===== config.mk =====
export PLATFORM = sky130hd
export DESIGN_NAME = regfile_bypass
export DESIGN_NICKNAME = d
export VERILOG_FILES = /design/src/rtl/regfile_bypass.sv
export SDC_FILE = /design/constraint.sdc
export NUM_CORES = 1
export LEC_CHECK = 0
export BUFFER_PORTS_ARGS = -buffer_cell sky130_fd_sc_hd__buf_2
export CAP_MARGIN = 40
export CORE_AREA = 2 2 166 103
export CTS_BUF_LIST = sky130_fd_sc_hd__clkbuf_4 sky130_fd_sc_hd__clkbuf_8 sky130_fd_sc_hd__clkbuf_16
export CTS_CLUSTER_SIZE = 28
export DETAILED_ROUTE_END_ITERATION = 16
export DIE_AREA = 0 0 168 105
export MAX_ROUTING_LAYER = met4
export PLACE_DENSITY = 0.76
export SLEW_MARGIN = 20
export SYNTH_ARGS = -nofsm -noshare
export SYNTH_HDL_FRONTEND = slang
export SYNTH_SLANG_ARGS = --single-unit

===== constraint.sdc =====
create_clock -name clk -period 2.6 [get_ports clk]
set_clock_uncertainty 0.15 [all_clocks]
set_input_delay 0.26 -clock clk [delete_from_list [all_inputs] [get_ports clk]]
set_output_delay 0.26 -clock clk [all_outputs]
set_load 0.01 [all_outputs]

===== src/rtl/regfile_bypass.sv =====
// Eight-entry register file with two combinational read ports and one write port.
// Optional write-before-read forwarding; tracks the last written index and a write count.
module regfile_bypass #(
    parameter int WIDTH  = 16,
    parameter bit BYPASS = 1'b1
) (
    input  logic             clk,
    input  logic             rst_n,
    input  logic [2:0]       read1RegSel,
    input  logic [2:0]       read2RegSel,
    input  logic [2:0]       writeRegSel,
    input  logic [WIDTH-1:0] writeData,
    input  logic             writeEn,
    output logic [WIDTH-1:0] read1Data,
    output logic [WIDTH-1:0] read2Data,
    output logic [2:0]       lastWrSel,
    output logic [7:0]       wrCount
);

    logic [WIDTH-1:0] regs [8];
    logic [WIDTH-1:0] stored1;
    logic [WIDTH-1:0] stored2;

    always_ff @(posedge clk or negedge rst_n) begin
        if (!rst_n) begin
            for (int unsigned i = 0; i < 8; i++) begin
                regs[i] <= '0;
            end
            lastWrSel <= '0;
            wrCount   <= '0;
        end else if (writeEn) begin
            regs[writeRegSel] <= writeData;
            lastWrSel         <= writeRegSel;
            wrCount           <= wrCount + 8'd1;
        end
    end

    assign stored1 = regs[read1RegSel];
    assign stored2 = regs[read2RegSel];

    // Forwarding is elaborated away entirely when disabled, so no path from
    // writeData/writeEn to the read ports exists in that build.
    generate
        if (BYPASS) begin : g_bypass
            logic hit1;
            logic hit2;

            assign hit1 = writeEn && (writeRegSel == read1RegSel);
            assign hit2 = writeEn && (writeRegSel == read2RegSel);

            always_comb begin
                read1Data = hit1 ? writeData : stored1;
                read2Data = hit2 ? writeData : stored2;
            end
        end else begin : g_plain
            always_comb begin
                read1Data = stored1;
                read2Data = stored2;
            end
        end
    endgenerate

endmodule


After elaboration in Yosys (flattened, before gate mapping)
Index checks and enable logic that the tools add are counted.

word-level totals
  bits in registers = 139
  output and inout bits = 43

cells by class
  eq/ne operators = 2
  muxes and demuxes = 11
  add/subtract/negate cells = 1
  reduce and logical (&&, ||, !) cells = 3
  order comparisons = 4
  bitwise logic cells = 3

operators by type and width
  operator                                                  count
  bitwise mux 128 bit                                       1
  2-to-1 mux 16 bit                                         7
  binary-select mux 16 bit (select 3 bit)                   2
  demux 16 bit (select 3 bit)                               1
  greater-or-equal comparator 4 bit, second input constant  3
  NOT 3 -> 4 bit                                            3
  adder 8 x 1 -> 8 bit, second input constant               1
  equality test 3 bit                                       2
  < comparator 4 x 1 -> 1 bit, second input constant        1
  logical AND 1 bit                                         3

Logic depth before layout (Yosys ltp)
  depth in word-level cells = 6
  mapped depth = 6

Least setup slack after synthesis
No wires, ideal clock.

  path type = input to output
  start point = in read1RegSel[1]
  end point = out read1Data[10]
  data required time = 2.190 ns
  path slack = 0.550 ns
  stages = 5
  data arrival time = 1.640 ns
  buffers on the path = 2
  path through = clkbuf_1 -> clkbuf_1 -> mux4_2 -> mux2_2 -> mux2_4

on the way
  cells in the longest elaborated chain, start to end = 5
  elaborated cells between the ends (all ways) = 7
  those cells by class = eq/ne (1); mux (4); bitwise (1); reduce/logical (1)

ends and longest elaborated chain
  item                                                   line  RTL
  start, declared                                        9     input logic [2:0] read1RegSel,
  NOT 3 -> 4 bit (implied by the code)                   38    assign stored1 = regs[read1RegSel];
  binary-select mux 16 bit (select 3 bit)                38
  2-to-1 mux 16 bit (implied by the code) (2 in series)  38
  2-to-1 mux 16 bit (*)                                  52    read1Data = hit1 ? writeData : stored1;
  end, declared                                          14    output logic [WIDTH-1:0] read1Data,

Every way passes the cells marked *; elsewhere a longest branch is shown, timed or not. The select of a mux whose other input is x is not followed.

Worst setup path after layout
  start point = reg regs[50] (netlist name)
  end point = out read2Data[2]

on the way
  cells in the longest elaborated chain, start to end = 4

ends and longest elaborated chain
  item                                                   line  RTL
  start, declared                                        20    logic [WIDTH-1:0] regs [8];
  start signal, assigned by index                        32    regs[writeRegSel] <= writeData;
  binary-select mux 16 bit (select 3 bit)                39    assign stored2 = regs[read2RegSel];
  2-to-1 mux 16 bit (implied by the code) (2 in series)  39
  2-to-1 mux 16 bit                                      53    read2Data = hit2 ? writeData : stored2;
  end, declared                                          15    output logic [WIDTH-1:0] read2Data,

No other way between the ends. The select of a mux whose other input is x is not followed.

==> impl_metrics.toml <==
[outcome]
outcome = "finished, final reports clean"

[placement]
io_buffers = 70
dpl_worst_slack_ns = 0.268
gp_congestion = 0.757
placed_cell_area_mm2 = 0.00858
post-place-cells = 740
post-dp-hpwl_mm = 12.0

[die]
num_rows = 36
initial_core_util_pct = 49.7
design.core.area_mm2 = 0.0160
io_pins = 71
die_area_mm2 = 0.0176
die_width_um = 168
dieHeight_um = 105

[power_and_ir_drop]
seq_power_share_pct = 40.6
switchingPower_mw = 2.11
p_total_mw = 7.49
p_per_area_mw_per_mm2 = 814
vdd_drop_max_v = 0.000406
clockPowerShare_pct = 33.8
p_comb_share_pct = 25.6
p_int_mw = 5.39
sw_frac_of_total_pct = 28.1
leakage_nw = 4.07

[sta]
clock.fmax_ghz = 0.404
fin_ws_ns = 0.124
rsz0062_at_grt = "false"
finalCritPeriodShare_pct = 95.2
slew_viol_final = 0
relSlewSlack_pct = 52.2
worstMarginPinSlew_ns = 0.717
finalSetupViolations = 0
min_period_ns = 2.48
whs_ns = 0.0578
hold_viol_final = 0
setup_tns_ns = 0

[yosys]
synth-seq-cells = 139
synth_cell_type_count = 24
avgSynthCellArea_um2 = 16.4
yosysSeqAreaShare_pct = 43.7
netlist_area_mm2 = 0.00795
syn-num-nets = 514
syn_inst = 485
yosys_warnings = 0

[finish]
syn2layout_area_growth_pct = 15.8
final_util_pct = 57.6
design_area_mm2 = 0.00921
layout.nets = 580
drive_gt1_share_pct = 58.9
instances_no_fill = 774

[setup_path]
worst-endpoint-required_ns = 2.19
critPathMaxFanout = 3
cp_num_buf_inv = 1
cp.arrival_ns = 2.07
cp-end-kind = "primary output"
start_kind = "register"
critPathSlowestCell = "mux4_1"
crit_family = "multiplexers"
crit_path_max_incr_delay_ns = 0.54
crit_type = "reg2out"
path_cells = "mux4_1, mux2_2, mux2_2, buf_2"
cpMostUsedCell = "mux2_2"

[grt]
grt-ovfl-total = 0
grt_max_degree = 53
antenna_found_initial = 1
track_usage_pct = 23.0
grt_pass1_vias = 5079
grt_pass1_wl_mm = 29.7

[clock_tree]
insertion_delay_ns = 0.42
hold_buffers = 1
post_cts_buffers = 0
clk_pin_slew_ns = 0.07
numClockSinks = 139
clock_path_buffers = 2
cts_root_buffer = "clkbuf_16"
htreeDepth = 4
cts_tree = "yes"
cts_buffers = 17
cts_resized = 0

[job]
maxCapViolations = 0

[routing]
drt-pass1-iter-count = 6
first_iter_violations = 233
route.detailed.drc = 0
routed_wl_mm = 18.9
avgRoutedWirePerCell_um = 24.4
viasPerCell = 6.14
num_vias = 4751
postRouteAntennaNets = 0

[hold_path]
hp-class = "in2reg"
[worst register-to-register path, stage by stage (launching register included)]
cell     delay, ns
dfrtp_1       0.45
ha_1          0.31
mux2_2        0.26
[power by group through the flow]
stage	sequential, mW	clock (mW)	combinational, mW
finish	3.04	2.53	1.92
global placement	3.01	0	1.86
CTS	3.03	2.56	1.94
floorplan	2.95	0	1.40
global route	3.11	2.66	2.06
detailed placement	3.07	0	1.93
[registers in the layout (all words and copies together) (netlist names)]
register,count
wrCount,8
regs,128
lastWrSel,3
[cell usage in the layout (no fill, tap or decap), types with 2 or more instances in the layout]
cell type,Yosys,final
mux2_2,184,184
mux4_2,4,4
bufinv_16,0,3
buf_12,0,8
buf_4,3,20
nand4b_1,3,3
inv_6,0,4
nor3_2,2,2
xnor2_1,12,12
nor3b_2,2,2
clkinv_4,0,5
nand3_1,3,3
mux4_1,60,60
dfrtp_1,139,139
nand4_1,5,5
clkinvlp_4,0,2
nand2_1,2,2
mux2_4,11,11
buf_2,14,69
clkbuf_16,0,17
[path summary, 6_finish.rpt]
path / from / to / slack [ns] / depth (start not counted)
worst max register to register: wrCount[0]$_DFFE_PN0P_ / wrCount[1]$_DFFE_PN0P_ / 1.32 / 2
worst min-delay path: writeData[3] / regs[115]$_DFFE_PN0P_ / 0.06 / 2
max in group asynchronous: rst_n / regs[24]$_DFFE_PN0P_ / 1.23 / 3
worst min register to register: wrCount[7]$_DFFE_PN0P_ / wrCount[7]$_DFFE_PN0P_ / 0.32 / 1
worst max-delay path: regs[50]$_DFFE_PN0P_ / read2Data[2] / 0.12 / 4
min in group asynchronous: rst_n / regs[92]$_DFFE_PN0P_ / 0.29 / 2
[layout make-up]
type | count | area, um^2
Antenna cell | 1 | 2.50
Clock buffer | 17 | 425
Clock inverter | 15 | 189
Fill cell | 1196 | 6780
Inverter | 1 | 3.75
Multi-Input combinational cell | 294 | 4180
Sequential cell | 139 | 3480
Tap cell | 209 | 262
Timing Repair Buffer | 98 | 666
[synthesized netlist by cell type]
library cell,count,area (um^2)
mux4_1,60,1580
inv_1,1,3.75
and3_1,1,6.26
xor2_1,1,8.76
buf_6,9,101
nor3b_2,2,25.0
nand4b_1,3,26.3
ha_1,1,12.5
and4_1,1,8.76
buf_2,14,70.1
o21ai_0,1,5.00
nand2b_1,1,6.26
nand2_1,2,7.51
mux2_4,11,165
xnor2_1,12,105
buf_4,3,22.5
buf_1,16,60.1
nand3_1,3,15.0
clkbuf_1,9,33.8
nor3_2,2,20.0
nand4_1,5,31.3
mux2_2,184,2070
dfrtp_1,139,3480
mux4_2,4,90.1
[cells by family after synthesis]
kind of cell / synth area share (%)
compound gates: 0.0629
xor+xnor: 1.43
mux: 49.1
buf+inv: 3.67
simple gates: 1.84
fa+ha+maj: 0.157
flops: 43.7
[routing by layer]
layer	vias up	track usage [%]	routed length [um]
li1	2065	-	-
met1	2534	32.3	8940
met2	127	34.2	8770
met3	25	4.32	962
met4	0	7.45	231
met5	-	-	0
No activity file was read; power rests on OpenSTA's default activity.
